## config.mk

```make
export PLATFORM = sky130hd
export DESIGN_NAME = i2s_dac_tx
export DESIGN_NICKNAME = d
export VERILOG_FILES = /design/src/rtl/i2s_pkg.sv /design/src/rtl/i2s_tx_fifo.sv /design/src/rtl/i2s_dac_tx.sv
export SDC_FILE = /design/constraint.sdc
export NUM_CORES = 1
export LEC_CHECK = 0
export CAP_MARGIN = 20
export CORE_MARGIN = 5
export CORE_UTILIZATION = 46
export DETAILED_ROUTE_END_ITERATION = 7
export GPL_TIMING_DRIVEN = 1
export PLACE_DENSITY = 0.66
export SYNTH_ARGS = -nofsm -noshare
export SYNTH_HDL_FRONTEND = slang
export SYNTH_SLANG_ARGS = --single-unit
export TNS_END_PERCENT = 50
```

## constraint.sdc

```tcl
create_clock -name clk -period 7.2 [get_ports clk]
set_input_delay 1.44 -clock clk [delete_from_list [all_inputs] [get_ports clk]]
set_output_delay 1.44 -clock clk [all_outputs]
set_load 0.02 [all_outputs]
```

## src/rtl/i2s_pkg.sv

```systemverilog
// rtl/i2s_pkg.sv - shared constants, frame type and serializer states for the I2S DAC transmitter
package i2s_pkg;
   localparam int SAMPLE_W    = 24;
   localparam int SLOT_W      = 32;
   localparam int FIFO_DEPTH  = 2;
   localparam int SYNC_STAGES = 2;
   localparam int PAD_W       = SLOT_W - SAMPLE_W;
   localparam int BITCNT_W    = $clog2(SLOT_W + 1);

   typedef struct packed {
      logic [SAMPLE_W-1:0] left;
      logic [SAMPLE_W-1:0] right;
   } frame_t;

   typedef enum logic [1:0] {
      ST_IDLE  = 2'd0,
      ST_LEFT  = 2'd1,
      ST_RIGHT = 2'd2
   } state_t;
endpackage

```

## src/rtl/i2s_tx_fifo.sv

```systemverilog
// rtl/i2s_tx_fifo.sv - synchronous stereo-frame FIFO with sync active-high reset
module i2s_tx_fifo import i2s_pkg::*; #(
   parameter int DEPTH = FIFO_DEPTH,
   parameter int WIDTH = 2 * SAMPLE_W
) (
   input  logic                         clk_i,
   input  logic                         rst_i,
   input  logic                         push_i,
   input  logic                         pop_i,
   input  logic [WIDTH-1:0]             wdata_i,
   output logic [WIDTH-1:0]             rdata_o,
   output logic                         empty_o,
   output logic [$clog2(DEPTH+1)-1:0]   count_o
);
   localparam int PTR_W = (DEPTH > 1) ? $clog2(DEPTH) : 1;
   localparam int CNT_W = $clog2(DEPTH + 1);

   logic [WIDTH-1:0] mem_q [DEPTH];
   logic [PTR_W-1:0] wr_ptr_q, wr_ptr_d;
   logic [PTR_W-1:0] rd_ptr_q, rd_ptr_d;
   logic [CNT_W-1:0] count_q, count_d;
   logic             full, do_push, do_pop;

   function automatic logic [PTR_W-1:0] ptr_inc(input logic [PTR_W-1:0] p);
      return (p == PTR_W'(DEPTH - 1)) ? '0 : p + 1'b1;
   endfunction

   assign full    = (count_q == CNT_W'(DEPTH));
   assign empty_o = (count_q == '0);
   assign do_push = push_i && !full;
   assign do_pop  = pop_i && !empty_o;
   assign rdata_o = mem_q[rd_ptr_q];
   assign count_o = count_q;

   always_comb begin
      wr_ptr_d = do_push ? ptr_inc(wr_ptr_q) : wr_ptr_q;
      rd_ptr_d = do_pop ? ptr_inc(rd_ptr_q) : rd_ptr_q;
      count_d  = count_q;
      case ({do_push, do_pop})
         2'b10:   count_d = count_q + 1'b1;
         2'b01:   count_d = count_q - 1'b1;
         default: count_d = count_q;
      endcase
   end

   always_ff @(posedge clk_i) begin
      if (rst_i) begin
         wr_ptr_q <= '0;
         rd_ptr_q <= '0;
         count_q  <= '0;
      end else begin
         wr_ptr_q <= wr_ptr_d;
         rd_ptr_q <= rd_ptr_d;
         count_q  <= count_d;
      end
   end

   always_ff @(posedge clk_i) begin
      if (do_push) begin
         mem_q[wr_ptr_q] <= wdata_i;
      end
   end
endmodule

```

## src/rtl/i2s_dac_tx.sv

```systemverilog
// rtl/i2s_dac_tx.sv - I2S DAC serializer slaved to codec BCLK/LRCLK; I2S_TX_UNDERRUN_REPEAT_EN repeats last frame on underrun
module i2s_dac_tx import i2s_pkg::*; (
   input  logic                clk,
   input  logic                reset,
   input  logic                bclk_in,
   input  logic                lrclk_in,
   input  logic                enable,
   input  logic                s_valid,
   output logic                s_ready,
   input  logic [SAMPLE_W-1:0] s_left,
   input  logic [SAMPLE_W-1:0] s_right,
   output logic                sdata_out,
   output logic                frame_start,
   output logic                underrun
);
   localparam int CNT_W = $clog2(FIFO_DEPTH + 1);

   logic [SYNC_STAGES-1:0] bclk_sync_q, lrclk_sync_q;
   logic                   bclk_prev_q, lr_last_q, lr_last_d;
   logic                   bclk_s, lrclk_s, bclk_fall, boundary;

   state_t                 state_q, state_d;
   logic                   left_bnd, right_bnd, pop, starve;

   frame_t                 in_frame, fifo_frame, alt_frame, load_frame;
   logic                   fifo_empty, fifo_full, push;
   logic [CNT_W-1:0]       fifo_count;

   logic [SLOT_W-1:0]      shreg_q, shreg_d;
   logic [SAMPLE_W-1:0]    r_hold_q, r_hold_d;
   logic [BITCNT_W-1:0]    bit_cnt_q, bit_cnt_d;
   logic                   sdata_q, sdata_d, frame_start_q, underrun_q;

   assign in_frame.left  = s_left;
   assign in_frame.right = s_right;
   assign fifo_full      = (fifo_count == CNT_W'(FIFO_DEPTH));
   assign s_ready        = !reset && !fifo_full;
   assign push           = s_valid && s_ready;

   i2s_tx_fifo #(.DEPTH(FIFO_DEPTH), .WIDTH(2 * SAMPLE_W)) u_fifo (
      .clk_i   (clk),
      .rst_i   (reset),
      .push_i  (push),
      .pop_i   (pop),
      .wdata_i (in_frame),
      .rdata_o (fifo_frame),
      .empty_o (fifo_empty),
      .count_o (fifo_count)
   );

   // Both codec clocks see the same synchronizer depth so an LRCLK edge lines up with its BCLK fall.
   assign bclk_s    = bclk_sync_q[SYNC_STAGES-1];
   assign lrclk_s   = lrclk_sync_q[SYNC_STAGES-1];
   assign bclk_fall = bclk_prev_q && !bclk_s;
   assign boundary  = bclk_fall && (lrclk_s != lr_last_q);
   assign lr_last_d = bclk_fall ? lrclk_s : lr_last_q;

   always_ff @(posedge clk) begin
      if (reset) begin
         bclk_sync_q  <= '0;
         lrclk_sync_q <= '0;
         bclk_prev_q  <= 1'b0;
         lr_last_q    <= 1'b0;
      end else begin
         bclk_sync_q  <= {bclk_sync_q[SYNC_STAGES-2:0], bclk_in};
         lrclk_sync_q <= {lrclk_sync_q[SYNC_STAGES-2:0], lrclk_in};
         bclk_prev_q  <= bclk_s;
         lr_last_q    <= lr_last_d;
      end
   end

   always_ff @(posedge clk) begin
      if (reset) begin
         state_q <= ST_IDLE;
      end else begin
         state_q <= state_d;
      end
   end

   always_comb begin
      state_d = state_q;
      if (boundary) begin
         if (!lrclk_s) begin
            state_d = ST_LEFT;
         end else if (state_q != ST_IDLE) begin
            state_d = ST_RIGHT;
         end
      end
   end

   // A right slot seen straight out of IDLE has no frame behind it, so it is ignored.
   always_comb begin
      left_bnd  = boundary && !lrclk_s;
      right_bnd = boundary && lrclk_s && (state_q != ST_IDLE);
      pop       = left_bnd && enable && !fifo_empty;
      starve    = left_bnd && enable && fifo_empty;
   end

`ifdef I2S_TX_UNDERRUN_REPEAT_EN
   frame_t last_q;

   always_ff @(posedge clk) begin
      if (reset) begin
         last_q <= '0;
      end else if (pop) begin
         last_q <= fifo_frame;
      end
   end

   assign alt_frame = last_q;
`else
   assign alt_frame = '0;
`endif

   assign load_frame = pop ? fifo_frame : (starve ? alt_frame : '0);

   // The boundary fall drives the I2S one-bit delay slot; later falls shift out MSB first.
   always_comb begin
      shreg_d   = shreg_q;
      r_hold_d  = r_hold_q;
      bit_cnt_d = bit_cnt_q;
      sdata_d   = sdata_q;
      if (left_bnd) begin
         shreg_d   = {load_frame.left, {PAD_W{1'b0}}};
         r_hold_d  = load_frame.right;
         bit_cnt_d = '0;
         sdata_d   = 1'b0;
      end else if (right_bnd) begin
         shreg_d   = {r_hold_q, {PAD_W{1'b0}}};
         bit_cnt_d = '0;
         sdata_d   = 1'b0;
      end else if (bclk_fall) begin
         if (bit_cnt_q != BITCNT_W'(SLOT_W)) begin
            sdata_d   = shreg_q[SLOT_W-1];
            shreg_d   = {shreg_q[SLOT_W-2:0], 1'b0};
            bit_cnt_d = bit_cnt_q + 1'b1;
         end else begin
            sdata_d   = 1'b0;
         end
      end
   end

   always_ff @(posedge clk) begin
      if (reset) begin
         shreg_q       <= '0;
         r_hold_q      <= '0;
         bit_cnt_q     <= '0;
         sdata_q       <= 1'b0;
         frame_start_q <= 1'b0;
         underrun_q    <= 1'b0;
      end else begin
         shreg_q       <= shreg_d;
         r_hold_q      <= r_hold_d;
         bit_cnt_q     <= bit_cnt_d;
         sdata_q       <= sdata_d;
         frame_start_q <= left_bnd;
         underrun_q    <= starve;
      end
   end

   assign sdata_out   = sdata_q;
   assign frame_start = frame_start_q;
   assign underrun    = underrun_q;
endmodule

```

==> results of run 1 <==
[cell type report]
cell class	count	area [sq um]	share of cell area [%]
Clock buffer	22	454	5.99
Multi-Input combinational cell	271	1900	25.1
Timing Repair Buffer	61	621	8.18
Tap cell	176	220	2.90
Clock inverter	10	82.6	1.09
Sequential cell	166	4290	56.5
Inverter	5	18.8	0.247
[Yosys cell counts, types with 3 or more instances]
cell type and count:
edfxtp_1 96, dfxtp_1 70, nor2_1 57, mux2_2 48
a21oi_1 30, a22oi_1 24, a211oi_1 17, o221ai_1 17
nand2_1 15, clkbuf_1 14, buf_2 11, o21ai_0 9
nor2b_1 6, inv_1 5, mux2i_1 5, o211ai_1 5
xor2_1 4, ha_1 3, nand3_1 3, or3_1 3
xnor2_1 3
[flip-flops by register name (all words and copies together) (netlist names), named ones only]
register,cells
bclk_prev_q,1
bclk_sync_q,2
bit_cnt_q,6
frame_start,1
lr_last_q,1
lrclk_sync_q,2
r_hold_q,24
sdata_out,1
shreg_q,24
state_q,2
u_fifo.count_o,2
u_fifo.mem_q,96
u_fifo.rd_ptr_q,1
u_fifo.wr_ptr_q,1
underrun,1
[worst min-delay path by stage]
stage          depth (start not counted)  slack (ps)                         to                 startpoint
2_1_floorplan                          1         410  bclk_sync_q[1]$_SDFF_PP0_  bclk_sync_q[0]$_SDFF_PP0_
3_3_place_gp                           1         440  bclk_sync_q[1]$_SDFF_PP0_  bclk_sync_q[0]$_SDFF_PP0_
3_5_place_dp                           1         430  bclk_sync_q[1]$_SDFF_PP0_  bclk_sync_q[0]$_SDFF_PP0_
4_1_cts                                1         440  bclk_sync_q[1]$_SDFF_PP0_  bclk_sync_q[0]$_SDFF_PP0_
5_1_grt                                1         460  bclk_sync_q[1]$_SDFF_PP0_  bclk_sync_q[0]$_SDFF_PP0_
6_report                               1         430  bclk_sync_q[1]$_SDFF_PP0_  bclk_sync_q[0]$_SDFF_PP0_
[through the flow]
stage | total power (W) | cells | setup WS (ps)
after CTS | 0.00196 | 710 | 2700
after detailed placement | 0.00115 | 678 | 2710
final | 0.00195 | 711 | 3320
after global routing | 0.00203 | 711 | 3260
after global placement | 0.00114 | 677 | 2730
after floorplan | 0.00110 | 471 | 2470
[power by group]
part | switching (W) | internal, W | leakage, nW
clock | 0.000344 | 0.000480 | 0.259
combinational | 0.0000420 | 0.0000453 | 0.784
sequential | 0.00000822 | 0.00103 | 1.45
[kinds of logic (layout without fill, tap and decap cells)]
| group | Yosys count | count (layout) |
|---|---|---|
| adders and majority gates | 3 | 3 |
| xor gates and xnor gates | 7 | 7 |
| AOI/OAI and AO/OA | 110 | 110 |
| DFF | 166 | 166 |
| and+or+nand+nor | 97 | 97 |
| buffers and inverters | 34 | 98 |
| muxes | 54 | 54 |
[per-layer routing]
| metal | global-route usage [%] | wire (um) | vias to the layer above |
|---|---|---|---|
| met1 | 22.3 | 5730 | 1844 |
| li1 | - | - | 1872 |
| met2 | 22.4 | 5240 | 95 |
| met5 | 0 | 0 | - |
| met3 | 4.92 | 690 | 12 |
| met4 | 4.79 | 142 | 0 |
==> impl_metrics.prom, run 1 <==
# TYPE chip_impl_metric gauge
chip_impl_info{name="status",value="finished, final reports clean"} 1
chip_impl_metric{name="max_stage_delay",unit="ps"} 640
chip_impl_metric{name="die_area",unit="sq um"} 16200
chip_impl_metric{name="numPortBuffers",unit=""} 57
chip_impl_metric{name="ctsLongestPathBuffers",unit=""} 2
chip_impl_metric{name="reg2reg_depth",unit=""} 6
chip_impl_metric{name="cp.buffers_inverters",unit=""} 2
chip_impl_metric{name="max-vdd-ir-drop",unit="mV"} 0.152
chip_impl_metric{name="max_cap_viol_count",unit=""} 0
chip_impl_metric{name="synth.avg_cell_area",unit="sq um"} 13.5
chip_impl_metric{name="synth_seq_area_share",unit="%"} 67.6
chip_impl_metric{name="asyncSetResetFlopFracSynth",unit="%"} 0
chip_impl_metric{name="synth_seq_cells",unit=""} 166
chip_impl_metric{name="total_power_divided_by_cell_area",unit="nW/um^2"} 257
chip_impl_info{name="worstPathCellList",value="buf_2 > a21oi_1 > clkdlybuf4s50_1"} 1
chip_impl_metric{name="h-tree-depth",unit=""} 4
chip_impl_metric{name="routed_wl",unit="um"} 11800
chip_impl_metric{name="clk_transition_reported_paths",unit="ps"} 60
chip_impl_metric{name="yosys_warnings",unit=""} 0
chip_impl_info{name="tritoncts_clock_tree",value="yes"} 1
chip_impl_metric{name="timing.critical_path.fanout_max",unit=""} 7
chip_impl_metric{name="synth_xor_area_share",unit="%"} 0.968
chip_impl_metric{name="synth.area.mux_share",unit="%"} 9.56
chip_impl_metric{name="fin_tns_setup",unit="ps"} 0
chip_impl_info{name="synth_top_family_by_area",value="compound AO/OA/AOI/OAI gates"} 1
chip_impl_metric{name="core-area",unit="sq um"} 13400
chip_impl_metric{name="synth_cell_types",unit=""} 39
chip_impl_metric{name="dieHeight",unit="um"} 127
chip_impl_metric{name="globalRoute.totalOverflow",unit=""} 0
chip_impl_metric{name="worst-path-stages",unit=""} 3
chip_impl_metric{name="number_of_hold_buffers_added_after_cts",unit=""} 0
chip_impl_metric{name="timing.clock.skew",unit="ps"} 6.09
chip_impl_metric{name="num-nets-final",unit=""} 579
chip_impl_metric{name="synth_top_cell_area_share",unit="%"} 45.5
chip_impl_metric{name="postLayoutCellArea",unit="sq um"} 7590
chip_impl_metric{name="fin_util",unit="%"} 56.6
chip_impl_info{name="ys.flop_type",value="edfxtp_1"} 1
chip_impl_info{name="cpMaxStageDelayCell",value="clkdlybuf4s50_1"} 1
chip_impl_metric{name="final_period_minus_worst_setup_slack",unit="ps"} 3880
chip_impl_metric{name="drc_marker_count_from_the_first_detailed_route_iteration",unit=""} 351
chip_impl_info{name="critPathCaptureType",value="output pin"} 1
chip_impl_metric{name="routedWlPerCell",unit="um"} 16.6
chip_impl_info{name="commonest_non_fill_non_tap_cells_in_the_layout",value="edfxtp_1, dfxtp_1, nor2_1, clkdlybuf4s50_1, mux2_2"} 1
chip_impl_metric{name="die-width",unit="um"} 127
chip_impl_metric{name="grt.total_usage",unit="%"} 15.5
chip_impl_metric{name="max_freq",unit="MHz"} 258
chip_impl_info{name="crit_path_end",value="s_ready"} 1
chip_impl_info{name="timing.critical_path.from_type",value="input pin"} 1
chip_impl_info{name="hold_path.class",value="flip-flop to flip-flop"} 1
chip_impl_info{name="ctsRootBufferMaster",value="clkbuf_16"} 1
chip_impl_metric{name="cts_bufs_inserted",unit=""} 17
chip_impl_metric{name="synth_compound_gate_area_share",unit="%"} 11.9
chip_impl_metric{name="layout.filler_cells",unit=""} 1044
chip_impl_metric{name="ios",unit=""} 58
chip_impl_metric{name="antenna_violations_before_repair",unit=""} 0
chip_impl_metric{name="post-route-drc-count",unit=""} 0
chip_impl_metric{name="synthesis.area",unit="sq um"} 6340
chip_impl_metric{name="dpl.hpwl",unit="um"} 7430
chip_impl_metric{name="post_synthesis_to_final_layout_area_growth",unit="%"} 19.7
chip_impl_metric{name="starting_density_of_the_core",unit="%"} 47.3
chip_impl_info{name="rsz_0062_raised_after_global_routing",value="false"} 1
chip_impl_metric{name="number_of_synthesized_flops_with_an_enable_pin",unit=""} 96
chip_impl_metric{name="synthCells",unit=""} 471
chip_impl_metric{name="syn_nets",unit=""} 528
chip_impl_metric{name="cts_num_sinks",unit=""} 166
chip_impl_metric{name="post_cts.repair.setup_buffers",unit=""} 0
chip_impl_metric{name="clkLatencyLatePin",unit="ps"} 420
chip_impl_metric{name="worst_slew_pin_slew",unit="ps"} 1050
chip_impl_metric{name="finalCritPeriodShare",unit="%"} 53.9
chip_impl_metric{name="worstPathArrival",unit="ps"} 2440
chip_impl_metric{name="drv_slew",unit=""} 0
chip_impl_info{name="r2r_start",value="lrclk_sync_q[1]$_SDFF_PP0_"} 1
chip_impl_metric{name="p_leak",unit="nW"} 2.49
chip_impl_info{name="yosysTopAreaCell",value="edfxtp_1"} 1
chip_impl_metric{name="synth_adder_area_share",unit="%"} 0.592
chip_impl_metric{name="routed_via_count",unit=""} 3823
chip_impl_metric{name="antennaDiodeCount",unit=""} 0
chip_impl_metric{name="drt_pre_antenna_iters",unit=""} 5
chip_impl_info{name="synth_top_cells_by_area",value="edfxtp_1, dfxtp_1, mux2_2"} 1
chip_impl_metric{name="post_cts_resize_count",unit=""} 0
chip_impl_metric{name="weighted_congestion_reported_at_the_end_of_routability_driven_placement",unit=""} 0.792
chip_impl_metric{name="dpl-instance-area",unit="sq um"} 7030
chip_impl_info{name="cp-startpoint",value="reset"} 1
chip_impl_metric{name="hold_viol",unit=""} 0
chip_impl_metric{name="crit_required",unit="ps"} 5760
chip_impl_metric{name="routed_via_density",unit=""} 5.38
chip_impl_metric{name="yosys.area_share.simple",unit="%"} 6.91
chip_impl_info{name="top_delay_family_on_crit_path",value="buffers and inverters"} 1
chip_impl_metric{name="fin_hold_ws",unit="ps"} 432
chip_impl_info{name="worst-setup-path-type",value="input pin to output pin"} 1
chip_impl_info{name="r2r-end",value="u_fifo.count_o[1]$_SDFFE_PP0P_"} 1
chip_impl_metric{name="wire_length_of_the_first_global_routing_pass",unit="um"} 19700
chip_impl_metric{name="setup_viol_count_final",unit=""} 0
chip_impl_metric{name="first_global_vias",unit=""} 3824
chip_impl_info{name="layout_commonest_cell",value="edfxtp_1"} 1
chip_impl_metric{name="ant_nets_after_route",unit=""} 0
chip_impl_metric{name="timing.reg2reg.setup_slack",unit="ps"} 3970
chip_impl_metric{name="timing.slew.headroom",unit="%"} 30.0
chip_impl_metric{name="rows",unit=""} 42
chip_impl_metric{name="grt_max_degree",unit=""} 65
chip_impl_metric{name="drive_gt1_share",unit="%"} 17.0
(Power assumes the default switching activity.)
==> run 2: changes to the inputs <==
- PLACE_DENSITY: 0.66 -> 0.69
- clock period: 7.2 -> 3.2 ns (I/O delays scaled with it)
==> impl_metrics.prom, run 2 (synthesis gave the netlist of run 1 again) <==
# TYPE chip_impl_metric gauge
chip_impl_info{name="worst-setup-path-type",value="flip-flop to output pin"} 1
chip_impl_metric{name="starting_density_of_the_core",unit="%"} 47.3
chip_impl_metric{name="timing.critical_path.fanout_max",unit=""} 5
chip_impl_metric{name="cts_bufs_inserted",unit=""} 17
chip_impl_metric{name="share_comb_of_total_power",unit="%"} 4.4
chip_impl_info{name="hold_path.class",value="flip-flop to flip-flop"} 1
chip_impl_info{name="critPathCaptureType",value="output pin"} 1
chip_impl_info{name="tritoncts_clock_tree",value="yes"} 1
chip_impl_metric{name="wire_length_of_the_first_global_routing_pass",unit="um"} 20300
chip_impl_metric{name="first_global_vias",unit=""} 4053
chip_impl_info{name="status",value="finished, final reports clean"} 1
chip_impl_metric{name="clkLatencyLatePin",unit="ps"} 410
chip_impl_metric{name="die-width",unit="um"} 127
chip_impl_metric{name="finalCritPeriodShare",unit="%"} 75.1
chip_impl_metric{name="met3_usage",unit="%"} 4.05
chip_impl_metric{name="largest_reg_flops",unit=""} 96
chip_impl_metric{name="hold_viol",unit=""} 0
chip_impl_metric{name="drc_marker_count_from_the_first_detailed_route_iteration",unit=""} 325
chip_impl_metric{name="switching_share",unit="%"} 20.8
chip_impl_metric{name="post-route-drc-count",unit=""} 0
chip_impl_metric{name="share_clk_of_total_power",unit="%"} 43.2
chip_impl_metric{name="routedWlPerCell",unit="um"} 17.0
chip_impl_metric{name="fin_hold_ws",unit="ps"} 459
chip_impl_metric{name="numPortBuffers",unit=""} 57
chip_impl_metric{name="max_freq",unit="MHz"} 416
chip_impl_info{name="largest_register_by_flop_count",value="u_fifo.mem_q"} 1
chip_impl_info{name="timing.critical_path.from_type",value="flip-flop"} 1
chip_impl_metric{name="grt_max_degree",unit=""} 64
chip_impl_metric{name="worst_slew_pin_slew",unit="ps"} 1010
chip_impl_metric{name="p_leak",unit="nW"} 2.52
chip_impl_metric{name="clk_transition_reported_paths",unit="ps"} 60
chip_impl_metric{name="max_stage_delay",unit="ps"} 650
chip_impl_metric{name="met2_usage_grt",unit="%"} 24.8
chip_impl_metric{name="crit_required",unit="ps"} 2560
chip_impl_metric{name="h-tree-depth",unit=""} 4
chip_impl_metric{name="cell_internal_pwr",unit="W"} 0.00354
chip_impl_metric{name="drt_pre_antenna_iters",unit=""} 5
chip_impl_metric{name="timing.slew.headroom",unit="%"} 32.6
chip_impl_metric{name="post_synthesis_to_final_layout_area_growth",unit="%"} 20.6
chip_impl_metric{name="die_area",unit="sq um"} 16200
chip_impl_metric{name="total_power_divided_by_cell_area",unit="nW/um^2"} 585
chip_impl_metric{name="setup_viol_count_final",unit=""} 0
chip_impl_metric{name="ios",unit=""} 58
chip_impl_metric{name="dieHeight",unit="um"} 127
chip_impl_info{name="top_regs",value="u_fifo.mem_q: 96 flops, r_hold_q: 24 flops, shreg_q: 24 flops"} 1
chip_impl_metric{name="cp.buffers_inverters",unit=""} 2
chip_impl_info{name="grt_most_used_layer",value="met2"} 1
chip_impl_metric{name="weighted_congestion_reported_at_the_end_of_routability_driven_placement",unit=""} 0.780
chip_impl_metric{name="drv_slew",unit=""} 0
chip_impl_metric{name="routed_via_count",unit=""} 3903
chip_impl_metric{name="drive_gt1_share",unit="%"} 18.3
chip_impl_metric{name="groute.layer.met1.usage",unit="%"} 21.4
chip_impl_metric{name="ctsLongestPathBuffers",unit=""} 2
chip_impl_metric{name="grt.total_usage",unit="%"} 15.7
chip_impl_metric{name="post_cts_resize_count",unit=""} 0
chip_impl_metric{name="ant_nets_after_route",unit=""} 0
chip_impl_metric{name="timing.clock.skew",unit="ps"} 8.28
chip_impl_info{name="ctsRootBufferMaster",value="clkbuf_16"} 1
chip_impl_info{name="top_delay_family_on_crit_path",value="buffers and inverters"} 1
chip_impl_info{name="layout_commonest_cell",value="edfxtp_1"} 1
chip_impl_info{name="cpMaxStageDelayCell",value="clkdlybuf4s50_1"} 1
chip_impl_metric{name="post_cts.repair.setup_buffers",unit=""} 0
chip_impl_metric{name="final_period_minus_worst_setup_slack",unit="ps"} 2400
chip_impl_metric{name="power.share.sequential",unit="%"} 52.4
chip_impl_metric{name="routed_via_density",unit=""} 5.45
chip_impl_metric{name="dpl.hpwl",unit="um"} 8100
chip_impl_metric{name="rows",unit=""} 42
chip_impl_metric{name="number_of_hold_buffers_added_after_cts",unit=""} 0
chip_impl_metric{name="globalRoute.totalOverflow",unit=""} 0
chip_impl_metric{name="fin_tns_setup",unit="ps"} 0
chip_impl_metric{name="num-nets-final",unit=""} 584
chip_impl_metric{name="core-area",unit="sq um"} 13400
chip_impl_metric{name="max-vdd-ir-drop",unit="mV"} 0.405
chip_impl_info{name="worstPathCellList",value="inv_1 > a21oi_1 > clkdlybuf4s50_1"} 1
chip_impl_metric{name="p_sw",unit="W"} 0.000932
chip_impl_info{name="commonest_non_fill_non_tap_cells_in_the_layout",value="edfxtp_1, dfxtp_1, nor2_1, clkdlybuf4s50_1, mux2_2"} 1
chip_impl_metric{name="worstPathArrival",unit="ps"} 1760
chip_impl_metric{name="antenna_violations_before_repair",unit=""} 0
chip_impl_info{name="rsz_0062_raised_after_global_routing",value="false"} 1
chip_impl_metric{name="routed_wl",unit="um"} 12200
chip_impl_metric{name="max_cap_viol_count",unit=""} 0
chip_impl_metric{name="fin_util",unit="%"} 57.0
chip_impl_metric{name="cts_num_sinks",unit=""} 166
chip_impl_metric{name="layout.filler_cells",unit=""} 1064
chip_impl_metric{name="antennaDiodeCount",unit=""} 0
[run 2: cell count changes in the layout (fill, tap and decap cells not counted)]
cell	previous run	this run
bufinv_16	1	0
clkinv_2	6	1
clkbuf_16	17	19
buf_4	2	9
clkinvlp_4	3	5
inv_6	0	4
clkbuf_1	4	1
buf_12	2	0
clkinv_4	0	1
[run 2: power by group through the flow]
stage | Sequential [W] | Combinational (W) | Clock [W]
finish | 0.00234 | 0.000198 | 0.00193
global route | 0.00235 | 0.000216 | 0.00206
CTS | 0.00234 | 0.000200 | 0.00197
detailed placement | 0.00239 | 0.000199 | 0
global placement | 0.00238 | 0.000192 | 0
floorplan | 0.00238 | 0.0000905 | 0
[run 2: cell type report]
cell class,count,area [sq um],area share [%]
flip-flops and latches,166,4290,56.1
multi-input cells,271,1900,24.9
repair buffers,66,633,8.29
clock buffers,21,493,6.45
well taps,176,220,2.88
clock inverters,11,86.3,1.13
inverters,5,18.8,0.246
[run 2: worst paths after layout]
check / startpoint / to / slack (ps) / cells past startpoint
worst max-delay path: u_fifo.count_o[0]$_SDFFE_PP0P_ / s_ready / 800 / 3
worst min-delay path: shreg_q[11]$_SDFFE_PP0P_ / shreg_q[11]$_SDFFE_PP0P_ / 460 / 2
worst max register to register: bclk_sync_q[1]$_SDFF_PP0_ / shreg_q[13]$_SDFFE_PP0P_ / 850 / 5
worst min register to register: shreg_q[11]$_SDFFE_PP0P_ / shreg_q[11]$_SDFFE_PP0P_ / 460 / 2
[run 2: through the flow]
step / std cells / area (sq um) / setup WS (ps) / total power (W)
3_5_place_dp: 684 / 7060 / 692 / 0.00259
3_3_place_gp: 684 / 7060 / 805 / 0.00258
4_1_cts: 716 / 7640 / 778 / 0.00451
6_report: 716 / 7640 / 798 / 0.00447
2_1_floorplan: 471 / 6340 / 65.4 / 0.00247
5_1_grt: 716 / 7640 / 718 / 0.00463
[run 2: layer usage]
layer  share of wire, %  routed length (um)
met5                  0                   0
met4                1.1                 128
met3                5.5                 675
met2                 47                5780
met1                 46                5580
[run 2: worst min-delay path: cells and delay by family, from the launching register on]
kind | cells | cell delay (ps)
and+or+nand+nor | 1 | 50
AOI/OAI and AO/OA | 1 | 60
DFF | 1 | 310
